[src/rtl/pc_seq_pkg.sv]
// Shared types and constants for the program-counter sequencer.
package pc_seq_pkg;

  typedef enum logic [1:0] {
    IDLE   = 2'd0,
    FETCH  = 2'd1,
    DECODE = 2'd2
  } state_t;

  localparam int unsigned ADDR_W_DEF   = 32;
  localparam int unsigned IMM_W_DEF    = 16;
  localparam logic [31:0] RESET_PC_DEF = 32'h0000_0000;
  localparam int unsigned PC_INCR      = 4;

endpackage

[src/rtl/pc_sequencer_next_pc.sv]
// Combinational next-PC selection: jump, taken branch, or sequential fall-through.
module next_pc
  import pc_seq_pkg::*;
#(
  parameter int ADDR_W = ADDR_W_DEF,
  parameter int IMM_W  = IMM_W_DEF
) (
  input  logic [ADDR_W-1:0] pc,
  input  logic              branch,
  input  logic              zero,
  input  logic              jump,
  input  logic [IMM_W-1:0]  branch_imm,
  input  logic [ADDR_W-7:0] jump_target,
  output logic [ADDR_W-1:0] npc,
  output logic              taken
);

  logic [ADDR_W-1:0] pc_plus4;
  logic [ADDR_W-1:0] imm_ext;

  assign pc_plus4 = pc + ADDR_W'(PC_INCR);

  // Wide immediates are simply truncated; the sum wraps at ADDR_W anyway.
  generate
    if (IMM_W >= ADDR_W) begin : g_trunc
      assign imm_ext = branch_imm[ADDR_W-1:0];
    end else begin : g_sext
      assign imm_ext = {{(ADDR_W-IMM_W){branch_imm[IMM_W-1]}}, branch_imm};
    end
  endgenerate

  always_comb begin
    npc   = pc_plus4;
    taken = 1'b0;
    if (jump) begin
      npc   = {pc_plus4[ADDR_W-1:ADDR_W-4], jump_target, 2'b00};
      taken = 1'b1;
    end else if (branch && zero) begin
      npc   = pc_plus4 + (imm_ext << 2);
      taken = 1'b1;
    end
  end

endmodule

[src/rtl/pc_sequencer.sv]
// Multi-cycle PC sequencer: fetch handshake, wait for resolved control, register next PC.
module pc_sequencer
  import pc_seq_pkg::*;
#(
  parameter int                ADDR_W   = ADDR_W_DEF,
  parameter int                IMM_W    = IMM_W_DEF,
  parameter logic [ADDR_W-1:0] RESET_PC = ADDR_W'(RESET_PC_DEF)
) (
  input  logic              clk,
  input  logic              rst_n,
  output logic              fetch_req,
  output logic [ADDR_W-1:0] fetch_addr,
  input  logic              fetch_ack,
  input  logic              dec_valid,
  input  logic              stall,
  input  logic              branch,
  input  logic              zero,
  input  logic              jump,
  input  logic [IMM_W-1:0]  branch_imm,
  input  logic [ADDR_W-7:0] jump_target,
  output logic [ADDR_W-1:0] pc,
  output logic [ADDR_W-1:0] pc_plus4,
  output logic              taken,
  output logic [31:0]       retire_count
);

  state_t            state_reg, state_next;
  logic [ADDR_W-1:0] pc_reg;
  logic              taken_reg;
  logic [31:0]       retire_reg;
  logic              load;
  logic [ADDR_W-1:0] npc;
  logic              npc_taken;

  next_pc #(
    .ADDR_W (ADDR_W),
    .IMM_W  (IMM_W)
  ) u_next_pc (
    .pc          (pc_reg),
    .branch      (branch),
    .zero        (zero),
    .jump        (jump),
    .branch_imm  (branch_imm),
    .jump_target (jump_target),
    .npc         (npc),
    .taken       (npc_taken)
  );

  always_comb begin
    state_next = state_reg;
    load       = 1'b0;
    case (state_reg)
      IDLE:   state_next = FETCH;
      FETCH:  if (fetch_ack) state_next = DECODE;
      DECODE: begin
        if (dec_valid && !stall) begin
          load       = 1'b1;
          state_next = FETCH;
        end
      end
      default: state_next = IDLE;
    endcase
  end

  // Taken is only ever set on the loading edge, so it lasts one cycle.
  always_ff @(posedge clk or negedge rst_n) begin
    if (!rst_n) begin
      state_reg  <= IDLE;
      pc_reg     <= RESET_PC;
      taken_reg  <= 1'b0;
      retire_reg <= 32'd0;
    end else begin
      state_reg <= state_next;
      taken_reg <= load ? npc_taken : 1'b0;
      if (load) begin
        pc_reg     <= npc;
        retire_reg <= retire_reg + 32'd1;
      end
    end
  end

  assign fetch_req    = (state_reg == FETCH);
  assign fetch_addr   = pc_reg;
  assign pc           = pc_reg;
  assign pc_plus4     = pc_reg + ADDR_W'(PC_INCR);
  assign taken        = taken_reg;
  assign retire_count = retire_reg;

endmodule

[config.mk]
export PLATFORM = sky130hd
export DESIGN_NAME = pc_sequencer
export DESIGN_NICKNAME = d
export VERILOG_FILES = /design/src/rtl/pc_seq_pkg.sv /design/src/rtl/pc_sequencer_next_pc.sv /design/src/rtl/pc_sequencer.sv
export SDC_FILE = /design/constraint.sdc
export NUM_CORES = 1
export LEC_CHECK = 0
export BUFFER_PORTS_ARGS = -buffer_cell sky130_fd_sc_hd__clkbuf_2
export CELL_PAD_IN_SITES_DETAIL_PLACEMENT = 0
export CELL_PAD_IN_SITES_GLOBAL_PLACEMENT = 1
export CORE_ASPECT_RATIO = 0.8
export CORE_MARGIN = 3
export CORE_UTILIZATION = 35
export CTS_CLUSTER_SIZE = 12
export DETAILED_ROUTE_END_ITERATION = 8
export GPL_TIMING_DRIVEN = 0
export PLACE_DENSITY = 0.88
export REMOVE_ABC_BUFFERS = 1
export SLEW_MARGIN = 20
export SYNTH_ARGS = -nofsm -noshare
export SYNTH_HDL_FRONTEND = slang
export SYNTH_SLANG_ARGS = --single-unit
[constraint.sdc]
create_clock -name clk -period 4.02 [get_ports clk]
set_input_delay 0.402 -clock clk [delete_from_list [all_inputs] [get_ports clk]]
set_output_delay 0.402 -clock clk [all_outputs]
set_load 0.01 [all_outputs]
==> flow_summary.toml, run 1 <==
[synth]
synth-compound-area-share_pct = 18.9
synth_fa_ha_area_share_pct = 8.71
muxShareOfSynthArea_pct = 0
yosys.area.top_type = "dfrtp_1"
ys_types = 68
synth_top_family_by_area = "simple AND/OR/NAND/NOR gates"
synth_area_leaders = "dfrtp_1 (29%), ha_1 (8.4%), xnor2_1 (8.2%)"
ys_warn_count = 0
synthSimpleGateAreaFrac_pct = 21.8
synthTopCellsByCount = "nand2_1 (93), dfrtp_1 (65), nor2_1 (53)"
synth-edff-count = 0
syn_inst = 673
synth_seq_area_share_pct = 29.3
netlist.area_leader.share_pct = 29.3
synthXorXnorAreaFrac_pct = 13.3
yosysMostFrequentCell = "nand2_1"
mappedNetlistArea_um2 = 5540
synthFlopType = "dfrtp_1"
avgSynthCellArea_um2 = 8.24
ys_ff_latch = 65
synth-async-reset-ratio_pct = 100

[worst_setup_path]
cp_top_family = "compound AO/OA/AOI/OAI gates"
ff2ff_setup_slack_ps = 210
cp_common_cell = "o21ai_0"
reg2reg_from = "fetch_addr[3]"
crit_path_start_kind = "flip-flop"
crit_type = "reg -> reg"
worst-r2r-cell-count = 15
required_ps = 4230
crit_chain = "and3_2 > nand3_2 > or2_4 > nor3_4 > and2_2 > xor2_2 > ha_1 > a21oi_2 > o21ai_0 > a21o_1 > a21oi_1 > o21bai_1 > a221oi_1 > xor2_1 > o21ai_0"
path_max_fanout = 6
critPathMaxStageDelay_ps = 430
startpoint = "fetch_addr[3]"
arrival_ps = 4020
cp_slowest_cell = "dfrtp_2"
cp-end-kind = "flip-flop"
crit_buf_inv = 0
r2r_end = "fetch_addr[28]"

[place]
dpl.cell_count = 1002
hpwl_mm = 12.8
port_buffers = 173
gp_congestion = 0.866

[power]
p_leak_nw = 3.38
powerDensity_nw_per_um2 = 683
vdd_drop_max_mv = 0.334
total_power_mw = 4.72

[routing]
wirelength_mm = 16.9
detail-route-antenna-nets = 0
wl_per_cell_um = 16.5
drc = 0
vias_per_cell = 5.21
first_pass_iters = 7
drtIter0Drc = 286
num_vias = 5343

[timing]
fin_crit_ps = 3810
fin_crit_sh_pct = 94.8
maxSlewHeadroom_pct = 35.6
holdWs_ps = 51.1
tns_ps = 0
setup_violations = 0
final_hold_viol_count = 0
worst_slew_pin_slew_ps = 964
slew_violations = 0
finClkSkew_ps = 10.6
fmax_mhz = 262
rsz0062_at_grt = "true"

[cts]
cts.clk_slew.worst_paths_ps = 60
clk_latency_ps = 340
htreeDepth = 3
cts_buffer_depth = 2
cts_tree = "done"
cts_buffers = 9
hold_buffers = 0
cts_root_buf = "clkbuf_16"
cts.sinks = 65

[flow_run]
max-cap-violations = 0

[global_route]
antenna_found_initial = 0
grt_usage_pct = 18.9
grt_pass1_wl_mm = 26.7
overflow = 0
grt_max_degree = 36
grt_pass1_vias = 4958

[final_layout]
drive_gt1_share_pct = 30.5
fin_cells = 1026
largest_reg_flops = 32
synthToLayoutAreaGrowth_pct = 24.6
fin_nets = 899
utilization_pct = 45.3
antenna_cells = 0

[floorplan]
core.rowCount = 40
core_area_um2 = 15300
start_util_pct = 36.3
io_pins = 180
fp.dieW_um = 147
die_height_um = 119
dieArea_um2 = 17400

[run_status]
status = "finished, final reports clean"

[min_path]
hold_path_class = "in -> async"
per-stage QoR:
| stage | cell area (um^2) | worst slack [ps] |
|---|---|---|
| 2_1_floorplan | 5180 | 173 |
| 3_3_place_gp | 6300 | -439 |
| 3_5_place_dp | 6350 | -386 |
| 4_1_cts | 6740 | 10.8 |
| 5_1_grt | 6910 | -18.4 |
| 6_report | 6910 | 208 |
worst register-to-register path: cells and delay by family, from the launching register on:
| family | cells | cell delay [ps] |
|---|---|---|
| xor gates and xnor gates | 2 | 480 |
| and+or+nand+nor | 5 | 1210 |
| adders and majority gates | 1 | 310 |
| AOI/OAI and AO/OA | 7 | 1270 |
| DFF | 1 | 430 |
how the worst max path moves through the flow:
| stage | cells past startpoint | slack, ps | endpoint |
|---|---|---|---|
| after floorplan | 14 | 170 | fetch_addr[23] |
| after global placement | 15 | -440 | fetch_addr[23] |
| after detailed placement | 15 | -390 | fetch_addr[31] |
| after CTS | 15 | 10 | fetch_addr[23] |
| after global routing | 16 | -20 | fetch_addr[23] |
| final | 15 | 210 | fetch_addr[28] |
layout by cell type, fill, tap and decap left out, types with 13 or more instances in the layout:
cell type / netlist / routed
xnor2_1: 52 / 46
nand2_1: 93 / 92
dfrtp_1: 65 / 59
o21ai_0: 40 / 40
clkbuf_2: 1 / 172
ha_1: 37 / 34
a21o_1: 13 / 13
nand4_1: 23 / 23
nand3_1: 27 / 26
a21oi_1: 41 / 37
xor2_1: 32 / 29
nor2_1: 53 / 49
logic make-up (layout without fill, tap and decap cells):
kind of cell / after synthesis / in the layout
other: 1 / 6
flip-flops: 65 / 65
AO/OA/AOI/OAI: 161 / 161
adder cells (fa/ha/maj): 38 / 38
AND/OR/NAND/NOR: 250 / 250
XOR/XNOR: 84 / 84
buffers and inverters: 74 / 212
routing by layer:
layer	wire [um]	vias up	global-route usage [%]
met5	0	-	0
met4	106	0	3.82
met3	1040	8	3.33
met2	7640	179	29.6
met1	8120	2504	27.4
li1	-	2652	-
layout make-up:
cell class / instances / area (um^2)
clock inverter: 7 / 77.6
clock buffer: 9 / 225
multi-input combinational: 539 / 3690
timing repair buffer: 183 / 968
sequential: 65 / 1630
fill: 1508 / 8350
inverter: 13 / 48.8
tap: 210 / 263
power breakdown:
part / internal [mW] / switching (mW) / total (mW)
clock: 0.486 / 0.328 / 0.814
sequential: 0.823 / 0.340 / 1.16
combinational: 1.17 / 1.57 / 2.74
total: 2.48 / 2.24 / 4.72
timing repair:
action / in CTS / in global routing
resized for setup: 15 / 24
setup buffers: 1 / 7
setup endpoints to repair: 9 / 10
pin swaps: 1 / 10
No activity file was read; power rests on OpenSTA's default activity.
==> inputs of run 2 (changes only) <==
- CELL_PAD_IN_SITES_DETAIL_PLACEMENT: 0 -> 1
==> run 2 against run 1 <==
  * Hold slack better by 15 ps
  * Critical path depth shrank 1
  * Sequential cell count stayed put
  * Register-to-register slack worse by 50 ps
  * Critical path type unchanged
  * Critical endpoint is now fetch_addr[31]
==> flow_summary.toml, run 2 (synthesized netlist as in run 1, its figures left out) <==
[run_status]
status = "finished, final reports clean"

[worst_setup_path]
cp_top_family = "compound AO/OA/AOI/OAI gates"
crit_type = "reg -> reg"
cp-end-kind = "flip-flop"
crit_path_start_kind = "flip-flop"
critPathMaxStageDelay_ps = 480
path_max_fanout = 6
cp_slowest_cell = "a2111oi_2"
crit_chain = "ha_4 > nand4_1 > buf_4 > nor2_1 > xor2_1 > ha_1 > a2111o_1 > a2111oi_2 > nor2_1 > a41oi_2 > o211ai_1 > o21ai_0 > nand4_1 > xor2_1"
crit_buf_inv = 1
arrival_ps = 4080
required_ps = 4240

[global_route]
grt_max_degree = 36
grt_pass1_vias = 5742
grt_busiest_layer = "met2"
grt_pass1_wl_mm = 30.9
met3_usage_pct = 4.10
met1_usage_pct = 29.1
overflow = 0
met2_usage_pct = 36.1
antenna_found_initial = 0
grt_usage_pct = 21.8

[routing]
wl_per_cell_um = 19.0
drc = 0
num_vias = 5614
detail-route-antenna-nets = 0
drtIter0Drc = 258
wirelength_mm = 19.5
vias_per_cell = 5.47
first_pass_iters = 4

[place]
gp_congestion = 0.866
hpwl_mm = 14.7
port_buffers = 173
pre_cts_slack_ps = -508

[timing]
fin_crit_sh_pct = 96.0
setup_ws_ps = 162
setup_violations = 0
final_hold_viol_count = 0
fin_crit_ps = 3860
slew_violations = 0
maxSlewHeadroom_pct = 20.5
finClkSkew_ps = 9.07
worst_slew_pin_slew_ps = 1190
fmax_mhz = 259

[floorplan]
start_util_pct = 36.3
fp.dieW_um = 147
dieArea_um2 = 17400
io_pins = 180
die_height_um = 119
core_area_um2 = 15300
core.rowCount = 40

[cts]
cts_root_buf = "clkbuf_16"
hold_buffers = 0
cts.sinks = 65
htreeDepth = 3
cts_buffers = 9
cts_buffer_depth = 2
cts.clk_slew.worst_paths_ps = 60
cts_tree = "done"
clk_latency_ps = 350

[power]
vdd_drop_max_mv = 0.271
total_power_mw = 5.00
powerDensity_nw_per_um2 = 717
p_leak_nw = 3.41

[final_layout]
utilization_pct = 45.7
final_common_cell = "clkbuf_2"
mostFrequentLayoutCells = "clkbuf_2 (172), nand2_1 (92), dfrtp_1 (56)"
fin_nets = 901
drive_gt1_share_pct = 30.7
largest_reg_flops = 32
synthToLayoutAreaGrowth_pct = 25.9
antenna_cells = 0

[flow_run]
max-cap-violations = 0

[min_path]
hold_path_class = "in -> async"
run 2: path summary, 6_finish.rpt:
| kind | from | endpoint | slack, ps | depth (start not counted) |
|---|---|---|---|---|
| min | rst_n | retire_count[7] | 70 | 1 |
| max in group asynchronous | rst_n | fetch_addr[8] | 3360 | 2 |
| min reg2reg | retire_count[21] | retire_count[21] | 490 | 1 |
| max reg2reg | fetch_addr[2] | fetch_addr[31] | 160 | 14 |
| max | fetch_addr[2] | fetch_addr[31] | 160 | 14 |
| min in group clk | fetch_ack | state_reg[1] | 320 | 3 |
run 2: metrics by stage:
stage                     instance area (um^2)  cells  hold slack, ps  setup TNS, ps
after global placement                    6300   1000             460          -2330
after floorplan                           5180    617             106              0
after CTS                                 6800   1019            63.7              0
after detailed placement                  6350   1002             430          -3040
final                                     6980   1027            65.9              0
after global routing                      6980   1027            91.7          -16.0
run 2: what timing repair did:
item / CTS / global route
pin swaps: 1 / 4
endpoints found under the setup margin: 9 / 9
gates resized for setup: 15 / 27
buffers inserted: 2 / 8
run 2: power breakdown:
group / internal (mW) / switching (mW)
logic: 1.20 / 1.65
registers: 0.827 / 0.353
clock network: 0.666 / 0.305
total: 2.69 / 2.31
run 2: cell type report:
class | instances | area (um^2)
inverters | 13 | 48.8
repair buffers | 185 | 983
well taps | 210 | 263
fillers | 1886 | 8290
flip-flops and latches | 65 | 1640
clock buffers | 10 | 229
clock inverters | 5 | 129
multi-input cells | 539 | 3690
run 2: per-layer routing:
layer | wire, um | up-vias
met5 | 0 | -
li1 | - | 2646
met4 | 259 | 0
met3 | 863 | 22
met1 | 8990 | 2793
met2 | 9350 | 153
